$ cat config.mk
export PLATFORM = sky130hd
export DESIGN_NAME = fetch_sequencer
export DESIGN_NICKNAME = d
export VERILOG_FILES = /design/src/rtl/fetch_sequencer.sv
export SDC_FILE = /design/constraint.sdc
export NUM_CORES = 1
export LEC_CHECK = 0
export BUFFER_PORTS_ARGS = -buffer_cell sky130_fd_sc_hd__buf_2
export CORE_UTILIZATION = 25
export CTS_CLUSTER_SIZE = 8
export DETAILED_ROUTE_END_ITERATION = 7
export SLEW_MARGIN = 25
export SYNTH_ARGS = -nofsm -noshare
export SYNTH_HDL_FRONTEND = slang
export SYNTH_SLANG_ARGS = --single-unit
$ cat constraint.sdc
create_clock -name clock -period 2.3 [get_ports clock]
set_clock_uncertainty 0.05 [all_clocks]
set_input_delay 0.345 -clock clock [delete_from_list [all_inputs] [get_ports clock]]
set_output_delay 0.345 -clock clock [all_outputs]
set_load 0.02 [all_outputs]
$ cat src/rtl/fetch_sequencer.sv
// fetch_sequencer: RV32 instruction-fetch controller.
// Owns the fetch PC and picks the next fetch address (trap > redirect > pc+4).
// Drives a single-outstanding valid/ready request to instruction memory.
// Holds one returned instruction for decode and drops wrong-path responses.
// Optional build macro FETCH_SEQ_PERF_EN adds perf_fetch_count and
// perf_squash_count output ports.
//
// state | meaning
// IDLE  | one cycle after reset before the first request
// REQ   | request presented at pc_out, waiting for imem_req_ready
// WAIT  | request accepted, waiting for imem_rsp_valid
// HOLD  | instruction held for decode (inst_valid=1)
// FAULT | misaligned redirect seen; no requests until a trap arrives
module fetch_sequencer #(
    parameter int                   BIT_WIDTH    = 32,
    parameter logic [BIT_WIDTH-1:0] RESET_VECTOR = '0,
    parameter logic [BIT_WIDTH-1:0] TRAP_VECTOR  = BIT_WIDTH'(32'h0000_0100)
) (
    input  logic                 clock,
    input  logic                 reset,
    output logic                 imem_req_valid,
    input  logic                 imem_req_ready,
    output logic [BIT_WIDTH-1:0] imem_addr,
    input  logic                 imem_rsp_valid,
    input  logic [31:0]          imem_rsp_data,
    output logic                 inst_valid,
    output logic [31:0]          inst_data,
    output logic [BIT_WIDTH-1:0] inst_pc,
    input  logic                 inst_ready,
    input  logic                 redirect_valid,
    input  logic [BIT_WIDTH-1:0] redirect_target,
    input  logic                 trap_valid,
    output logic [BIT_WIDTH-1:0] pc_out,
`ifdef FETCH_SEQ_PERF_EN
    output logic [31:0]          perf_fetch_count,
    output logic [31:0]          perf_squash_count,
`endif
    output logic                 misaligned_fault
);

    typedef enum logic [2:0] {
        IDLE  = 3'd0,
        REQ   = 3'd1,
        WAIT  = 3'd2,
        HOLD  = 3'd3,
        FAULT = 3'd4
    } state_t;

    state_t               state;
    logic [BIT_WIDTH-1:0] pc;
    logic [BIT_WIDTH-1:0] pending_pc;
    logic                 kill;

    logic                 evt;
    logic [BIT_WIDTH-1:0] evt_target;
    logic                 misaligned;

    // A trap overrides a redirect in the same cycle; a trap target is never
    // misaligned, so only an unmasked redirect can raise the fault.
    assign evt        = trap_valid | redirect_valid;
    assign evt_target = trap_valid ? TRAP_VECTOR : redirect_target;
    assign misaligned = redirect_valid && !trap_valid && (redirect_target[1:0] != 2'b00);

    assign pc_out    = pc;
    assign imem_addr = pc;

    // Fetch FSM with registered outputs; imem_req_valid is high exactly in REQ.
    always_ff @(posedge clock) begin
        if (reset) begin
            state            <= IDLE;
            pc               <= RESET_VECTOR;
            pending_pc       <= RESET_VECTOR;
            kill             <= 1'b0;
            imem_req_valid   <= 1'b0;
            inst_valid       <= 1'b0;
            inst_data        <= '0;
            inst_pc          <= '0;
            misaligned_fault <= 1'b0;
        end else begin
            misaligned_fault <= 1'b0;
            if (state != FAULT && misaligned) begin
                // Drop everything in flight or held; only a trap gets us out.
                state            <= FAULT;
                misaligned_fault <= 1'b1;
                kill             <= 1'b0;
                imem_req_valid   <= 1'b0;
                inst_valid       <= 1'b0;
            end else begin
                unique case (state)
                    IDLE: begin
                        if (evt) begin
                            pc <= evt_target;
                        end
                        state          <= REQ;
                        imem_req_valid <= 1'b1;
                    end
                    REQ: begin
                        // The address must stay stable, so a redirect is parked.
                        if (evt) begin
                            pending_pc <= evt_target;
                            kill       <= 1'b1;
                        end
                        if (imem_req_ready) begin
                            state          <= WAIT;
                            imem_req_valid <= 1'b0;
                        end
                    end
                    WAIT: begin
                        if (imem_rsp_valid) begin
                            if (kill || evt) begin
                                pc             <= evt ? evt_target : pending_pc;
                                kill           <= 1'b0;
                                state          <= REQ;
                                imem_req_valid <= 1'b1;
                            end else begin
                                inst_data  <= imem_rsp_data;
                                inst_pc    <= pc;
                                inst_valid <= 1'b1;
                                state      <= HOLD;
                            end
                        end else if (evt) begin
                            pending_pc <= evt_target;
                            kill       <= 1'b1;
                        end
                    end
                    HOLD: begin
                        if (evt) begin
                            pc             <= evt_target;
                            inst_valid     <= 1'b0;
                            state          <= REQ;
                            imem_req_valid <= 1'b1;
                        end else if (inst_ready) begin
                            pc             <= pc + BIT_WIDTH'(4);
                            inst_valid     <= 1'b0;
                            state          <= REQ;
                            imem_req_valid <= 1'b1;
                        end
                    end
                    FAULT: begin
                        if (trap_valid) begin
                            pc             <= TRAP_VECTOR;
                            state          <= REQ;
                            imem_req_valid <= 1'b1;
                        end
                    end
                    default: begin
                        state          <= IDLE;
                        imem_req_valid <= 1'b0;
                        inst_valid     <= 1'b0;
                    end
                endcase
            end
        end
    end

`ifdef FETCH_SEQ_PERF_EN
    logic fetch_fire;
    logic squash_fire;

    // A transfer counts only if no redirect/trap squashes it in the same cycle.
    assign fetch_fire  = (state == HOLD) && inst_ready && !evt;
    assign squash_fire = ((state == HOLD) && evt) ||
                         ((state == WAIT) && imem_rsp_valid && (kill || evt));

    // Free-running, wrapping performance counters.
    always_ff @(posedge clock) begin
        if (reset) begin
            perf_fetch_count  <= '0;
            perf_squash_count <= '0;
        end else begin
            if (fetch_fire) begin
                perf_fetch_count <= perf_fetch_count + 32'd1;
            end
            if (squash_fire) begin
                perf_squash_count <= perf_squash_count + 32'd1;
            end
        end
    end
`endif

endmodule
Yosys cells after proc, flatten, opt, wreduce, memory -nomap -nowiden
Index checks and enable logic that the tools add are counted.
W data, S select, Z words.
{ "totals": {"inputBits": 71, "word_cells": 88, "register_bits": 135} }
{ "classes": {"reduce_logical": 19, "n_addsub": 1, "muxes": 36, "n_eq_ne": 18, "bitwise": 4} }
{ "ops": {"columns": ["op", "count"], "rows": [
  ["$mux W32", 9],
  ["$pmux W32 S4", 1],
  ["$pmux W32 S2", 1],
  ["$add A32 B3 Y32 const B", 1],
  ["$mux W3", 6],
  ["$ne A3 B3 Y1 const B", 6],
  ["$reduce_and A4 Y1", 4],
  ["$pmux W3 S5", 1],
  ["$mux W1", 14],
  ["$ne A2 B2 Y1 const B", 7],
  ["$reduce_and A7 Y1", 1],
  ["$eq A3 B2 Y1 const B", 2],
  ["$pmux W1 S5", 1],
  ["$reduce_and A5 Y1", 1],
  ["$ne A4 B4 Y1 const B", 1],
  ["$reduce_bool A2 Y1", 2],
  ["$reduce_bool A4 Y1", 1],
  ["$eq A3 B1 Y1 const B", 1],
  ["$eq A3 B3 Y1 const B", 1],
  ["$logic_and A1 B1 Y1", 3],
  ["$logic_not A3 Y1", 1],
  ["$not A1 Y1", 3],
  ["$pmux W1 S3", 1],
  ["$reduce_and A3 Y1", 1],
  ["8 further kinds", 8]
]} }

Depth between registers and ports, before layout
Gate-level depths: netlist of the first run.
{ "logic_depth": {"word_depth": 6, "ltp_mapped": 8, "depth_no_buf": 6} }

Worst setup path before layout of the first run
OpenSTA, ideal clock, no wires.
{ "synth_path": {"kind": "register -> register", "from": "register pc[2] (netlist: imem_addr[2])", "to": "register pc[28] (netlist: imem_addr[28])", "stages_incl_launch_ff": 8, "required_ns": 2.122, "slack_ns": -0.062, "period_less_slack_ns": 2.362, "arrival_ns": 2.184, "setup_ns": 0.128, "n_path_buf": 1, "cell_sequence": "dfxtp_1 ha_1 nand3_1 or4_1 buf_2 o41a_1 o311ai_1 a21oi_1"} }
{ "synth_between": {"elab_chain_len": 4} }
{ "synth_lines": {"columns": ["element", "line", "rtl"], "rows": [
  ["start: declaration", "50", "logic [BIT_WIDTH-1:0] pc;"],
  ["start signal: assignment", "92", "pc <= evt_target;"],
  ["start signal: assignment", "111", "pc <= evt ? evt_target : pending_pc;"],
  ["start signal: assignment", "128", "pc <= evt_target;"],
  ["$add A32 B3 Y32", "133", "pc <= pc + BIT_WIDTH'(4);"],
  ["$mux W32", "132", "end else if (inst_ready) begin"],
  ["$mux W32", "127", "if (evt) begin"],
  ["$pmux W32 S4", "89", "unique case (state)"]
]} }
Every way passes these cells. The select of a mux whose other input is x is not followed.
A chain may end at the register's enable or synchronous reset.

Worst setup path in the final report of the first run
Ends and elaborated chain as after synthesis.

==> results.yml, run 1 <==
job:
  maxCapViolations: 0
sta:
  fin_crit_sh_pct: 96.3
  relSlewSlack_pct: 42.1
  tightest_slew_ns: 0.862
  slew_viol_final: 0
  fmax_mhz: 451
  setup_viol: 0
  tns_ns: 0
  period_needed_ns: 2.22
  finalHoldViolCount: 0
  rsz0062_at_grt: "no"
outcome:
  status: "complete, no violations"
yosys:
  synth-edff-count: 0
  synth_top_area_share_pct: 42.9
  synth_ff_type: "dfxtp_1"
  synth_compound_area_share_pct: 25.2
  synthSimpleGateAreaFrac_pct: 21.8
  yosysSeqAreaShare_pct: 42.9
  synth_cell_types: 64
  synth_xor_xnor_area_share_pct: 0.834
  yosysTopAreaCell: "dfxtp_1"
  synth-seq-cells: 135
  async_flop_share_pct: 0
  synth_fp_nets: 862
  syn_inst: 790
  synth_fa_ha_area_share_pct: 0.199
  netlist_top_cells_area: "dfxtp_1, nand2_1, a21oi_1"
  synthMuxAreaShare_pct: 0.179
  synth_top_family_by_area: "compound AO/OA/AOI/OAI gates"
  syn_avg_cell_area_um2: 7.97
  netlist_area_um2: 6300
  yosys_warnings: 0
grt:
  grt_pass1_wl_mm: 33.1
  grt_use_total_pct: 16.4
  overflow: 0
  grt_max_degree: 66
  grt_pass1_vias: 5883
  antenna_found_initial: 0
routing:
  ant_nets: 0
  drt_iter0_drc: 602
  post-route-drc-count: 0
  vias: 6413
  wl_mm: 21.4
  wl_per_cell_um: 16.2
  via_per_inst: 4.85
  firstDrtPassIters: 7
setup_path:
  crit_type: "register to register"
  path_cells: "ha_1 > nand3_1 > or4_1 > o41a_1 > o311ai_1 > a21oi_1"
  critPathLaunch: "imem_addr[2]$_SDFFE_PP0P_"
  reg2reg_from: "imem_addr[2]$_SDFFE_PP0P_"
  cp_slowest_cell: "or4_1"
  path_max_fanout: 6
  worstSetupEndpointType: "register"
  crit_path_max_incr_delay_ns: 0.58
  cp.arrival_ns: 2.47
  worst_ep_required_time_ns: 2.55
  start_kind: "register"
clocking:
  cts_hold_buf: 0
  root_buffer: "clkbuf_16"
  clock_path_buffers: 2
  clkSinkCount: 135
  htreeDepth: 4
  clk_latency_ns: 0.43
  post_cts_buffers: 0
  cts-buffers-inserted: 17
  cts_tree: "built"
  cts.clk_slew.worst_paths_ns: 0.06
cells_and_area:
  area_growth_pct: 33.8
  nNetsFinal: 1058
  final_common_cell: "buf_2"
  antenna_cells: 0
  fillers: 2598
  drive_gt1_share_pct: 31.9
  mostFrequentLayoutCells: "buf_2, nand2_1, dfxtp_1"
floorplan:
  core_area_um2: 24500
  die_x_um: 161
  initial_core_util_pct: 25.7
  io_pins: 202
  die_y_um: 161
  fp.dieArea_um2: 25800
  rows: 57
placement:
  gp_congestion: 0.834
  io_buffers: 201
  place_hpwl_mm: 15.8
power_and_ir_drop:
  pwr_density_cell_nw_per_um2: 767
  p_leak_nw: 3.45
  p_total_mw: 6.46
  irDropWorstVdd_mv: 0.531
min_path:
  min_path_type: "input pin to register"
  hp-start: "imem_rsp_data[15]"
power breakdown:
part | leakage [nW] | switching, mW | internal, mW
Sequential | 1.10 | 0.107 | 2.45
Combinational | 2.10 | 0.801 | 0.515
Clock | 0.255 | 1.10 | 1.49
synthesized netlist by cell type (2+ instances only):
cell type,number
nor4_1,7
nand4_1,15
nor2_1,59
o32ai_1,5
buf_2,17
a222oi_1,3
nand2_1,142
a22oi_1,35
or4_1,2
o41ai_1,2
dfxtp_1,135
clkbuf_1,37
a21oi_1,102
xnor2_1,5
inv_1,17
nor3b_1,3
o21ai_0,35
buf_1,2
a211o_1,2
nand3b_1,3
and3_1,6
a32o_1,2
or3_1,3
nand2b_1,10
a221oi_1,10
buf_4,34
a21boi_0,2
o31a_1,4
a22o_1,11
nor3_2,2
o21a_1,3
o221a_2,2
o211ai_1,3
or4b_1,2
o31ai_1,3
a32oi_1,2
a211oi_1,3
a31oi_1,8
nor3_1,16
nor4b_1,2
nand3_1,9
and4b_1,2
o311ai_1,2
metrics by stage:
stage	area (µm²)	worst slack [ns]	cells	hold WS, ns	utilization (%)
2_1_floorplan	6300	0.0252	790	0.403	-
3_3_place_gp	7860	0.0556	1291	0.388	32.0
3_5_place_dp	7860	0.000322	1291	0.394	32.0
4_1_cts	8420	0.0529	1322	0.0863	34.3
5_1_grt	8420	0.00298	1322	0.0955	34.3
6_report	8420	0.0847	1322	0.102	34.3
what timing repair did:
| item | in CTS | in global routing |
|---|---|---|
| resized for setup | 1 | 3 |
| cloned | 0 | 0 |
| endpoints found under the setup margin | 1 | 46 |
| pin swaps | 0 | 0 |
| hold endpoints to repair | 0 | 0 |
registers in the layout, indices dropped and copies added (netlist names):
register          flops
inst_valid            1
misaligned_fault      1
inst_pc              32
imem_addr            32
kill                  1
inst_data            32
pending_pc           32
imem_req_valid        1
state                 3
cell type report:
| type | instances | area [µm²] | area share [%] |
|---|---|---|---|
| flip-flops and latches | 135 | 2710 | 32.2 |
| clock buffers | 18 | 429 | 5.09 |
| inverters | 18 | 67.6 | 0.802 |
| repair buffers | 268 | 1620 | 19.3 |
| clock inverters | 13 | 125 | 1.49 |
| well taps | 324 | 405 | 4.81 |
| multi-input cells | 546 | 3060 | 36.4 |
critical path, delay by kind of cell, from the launching register on:
family / cells / cell delay (ns)
AOI/OAI and AO/OA: 3 / 0.80
adders and majority gates: 1 / 0.21
DFF: 1 / 0.33
and+or+nand+nor: 2 / 0.70
kinds of logic (layout without fill, tap and decap cells):
kind of cell    after synthesis  in the layout
compound gates              247            247
xor+xnor                      6              6
fa+ha+maj                     1              1
buf+inv                     109            317
flops                       135            135
mux                           1              1
simple gates                291            291
worst paths after layout:
kind | slack (ns) | end | depth (start not counted)
hold reg to reg | 0.40 | inst_data[24]$_SDFFE_PP0P_ | 2
setup reg to reg | 0.08 | imem_addr[28]$_SDFFE_PP0P_ | 6
hold / removal | 0.10 | inst_data[15]$_SDFFE_PP0P_ | 3
setup / recovery | 0.08 | imem_addr[28]$_SDFFE_PP0P_ | 6
layer usage:
metal | share of wire (%) | global-route usage (%) | vias up
li1 | - | - | 3196
met1 | 48 | 22.9 | 2967
met2 | 44 | 24.3 | 226
met3 | 6.3 | 3.77 | 24
met4 | 1.5 | 6.05 | 0
met5 | 0 | 0 | -
(Power assumes the default switching activity.)
==> run 2, diff against run 1 <==
RECOVER_POWER = 100   (was default)
clock period = 2.5 ns   (was 2.3 ns; I/O delays follow)
==> run 2 against run 1 <==
  * Utilization decreased by 0.97 points
  * Largest cell class unchanged
  * Critical path depth is 1 higher
  * Critical endpoint is now imem_addr[8]$_SDFFE_PP0P_
  * Largest power group unchanged
  * Worst hold slack gained 0.043 ns
  * Clock power increased by 12%
  * Combinational power decreased by 14%
  * Critical path type unchanged
  * Die area is the same
==> results.yml, run 2 (synthesis results as in run 1) <==
outcome:
  status: "complete, no violations"
cells_and_area:
  nNetsFinal: 1043
  final-instance-count-excl-fill: 1308
  mostFrequentLayoutCells: "nand2_1, clkbuf_1, dfxtp_1"
  fillers: 2679
  final_common_cell: "nand2_1"
  area_growth_pct: 30.0
  drive_gt1_share_pct: 16.3
  final-seq-area_um2: 2700
  multiInputGateArea_um2: 3040
setup_path:
  r2r-end: "imem_addr[8]$_SDFFE_PP0P_"
  reg2reg_from: "state[0]$_SDFFE_PP0P_"
  start_kind: "register"
  cp.depth: 7
  cpMostUsedCell: "or4b_1"
  critPathLaunch: "state[0]$_SDFFE_PP0P_"
  worst_ep_required_time_ns: 2.77
  crit_type: "register to register"
  path_cells: "or4b_1 > o41ai_1 > clkbuf_1 > or4b_1 > buf_12 > a221o_1 > o32ai_1"
  path_max_fanout: 28
  cp.arrival_ns: 2.62
  rr_worst_depth: 7
  crit_end: "imem_addr[8]$_SDFFE_PP0P_"
  worstSetupEndpointType: "register"
  critical_path.top_delay_family: "simple AND/OR/NAND/NOR gates"
  cp.buffers_inverters: 2
  cp_slowest_cell: "or4b_1"
  crit_path_max_incr_delay_ns: 0.60
  rrSetupSlack_ns: 0.14
floorplan:
  initial_core_util_pct: 25.7
  die_x_um: 161
  rows: 57
  die_y_um: 161
  fp.dieArea_um2: 25800
  core_area_um2: 24500
  io_pins: 202
power_and_ir_drop:
  p_leak_nw: 2.86
  irDropWorstVdd_mv: 0.415
  pwr_density_cell_nw_per_um2: 778
clocking:
  clock_path_buffers: 2
  root_buffer: "clkbuf_16"
  cts-buffers-inserted: 17
  cts.clk_slew.worst_paths_ns: 0.06
  clkSinkCount: 135
  cts_tree: "built"
  cts_hold_buf: 0
  clk_latency_ns: 0.42
  htreeDepth: 4
grt:
  grt_pass1_vias: 5830
  overflow: 0
  antenna_found_initial: 4
  grt_use_total_pct: 16.4
  grt_pass1_wl_mm: 33.3
  grt_max_degree: 83
min_path:
  hp-start: "imem_rsp_data[19]"
  min_path_type: "input pin to register"
placement:
  gp_congestion: 0.873
  dp_cells: 1276
  io_buffers: 201
  place_hpwl_mm: 15.5
job:
  maxCapViolations: 0
routing:
  vias: 6439
  ant_nets: 0
  via_per_inst: 4.92
  post-route-drc-count: 0
  drt_iter0_drc: 744
  wl_mm: 21.8
  wl_per_cell_um: 16.7
  firstDrtPassIters: 5
sta:
  rsz0062_at_grt: "no"
  tns_ns: 0
  tightest_slew_ns: 0.621
  setup_viol: 0
  fmax_mhz: 425
  period_needed_ns: 2.36
  slew_viol_final: 0
  relSlewSlack_pct: 58.6
  finalHoldViolCount: 0
  fin_crit_sh_pct: 94.2
-- run 2: area by class of cell --
class	instances	share of cell area, %
Multi-Input combinational cell	546	37.1
Timing Repair Buffer	253	15.8
Tap cell	324	4.95
Inverter	18	0.825
Clock inverter	12	2.74
Clock buffer	19	5.53
Antenna cell	1	0.0306
Sequential cell	135	33.0
-- run 2: power by group --
group,total (mW),switching (mW),internal (mW)
Clock,2.89,0.968,1.92
Sequential,2.35,0.100,2.25
Combinational,1.13,0.744,0.387
-- run 2: layer usage --
metal  GRT usage, %  vias up  share of wire (%)
met5              0        -               0.13
met4           6.17        6                2.4
met3           4.21       35                7.1
met2           24.7      242                 44
met1           22.5     2997                 47
li1               -     3159                  -
-- run 2: worst min-delay path by stage --
| stage | endpoint | slack [ns] | cells after the start |
|---|---|---|---|
| 2_1_floorplan | pending_pc[8]$_SDFFE_PP0P_ | 0.40 | 2 |
| 3_3_place_gp | inst_data[28]$_SDFFE_PP0P_ | 0.39 | 2 |
| 3_5_place_dp | inst_pc[20]$_SDFFE_PP0P_ | 0.39 | 2 |
| 4_1_cts | inst_data[15]$_SDFFE_PP0P_ | 0.13 | 3 |
| 5_1_grt | inst_data[23]$_SDFFE_PP0P_ | 0.13 | 3 |
| 6_report | inst_data[19]$_SDFFE_PP0P_ | 0.14 | 3 |
-- run 2: tightest hold or removal path: cells and delay by family --
kind / cells / cell delay, ns
compound gates: 1 / 0.05
buf+inv: 1 / 0.09
simple gates: 1 / 0.04
-- run 2: stage by stage --
step           power, mW  instance area (µm²)  hold WS, ns  utilization (%)  setup WS [ns]
6_report            6.37                 8190        0.145             33.4          0.145
4_1_cts             6.48                 8400        0.125             34.2          0.140
2_1_floorplan       3.11                 6300        0.403                -          0.138
3_3_place_gp        3.56                 7720        0.389             31.5          0.219
3_5_place_dp        3.57                 7720        0.393             31.5          0.155
5_1_grt             6.65                 8180        0.134             33.4         0.0445
-- run 2: repair_timing --
| action | CTS | global route |
|---|---|---|
| buffers inserted | 0 | 0 |
| resized for setup | 0 | 1 |
| endpoints found under the setup margin | 0 | 2 |
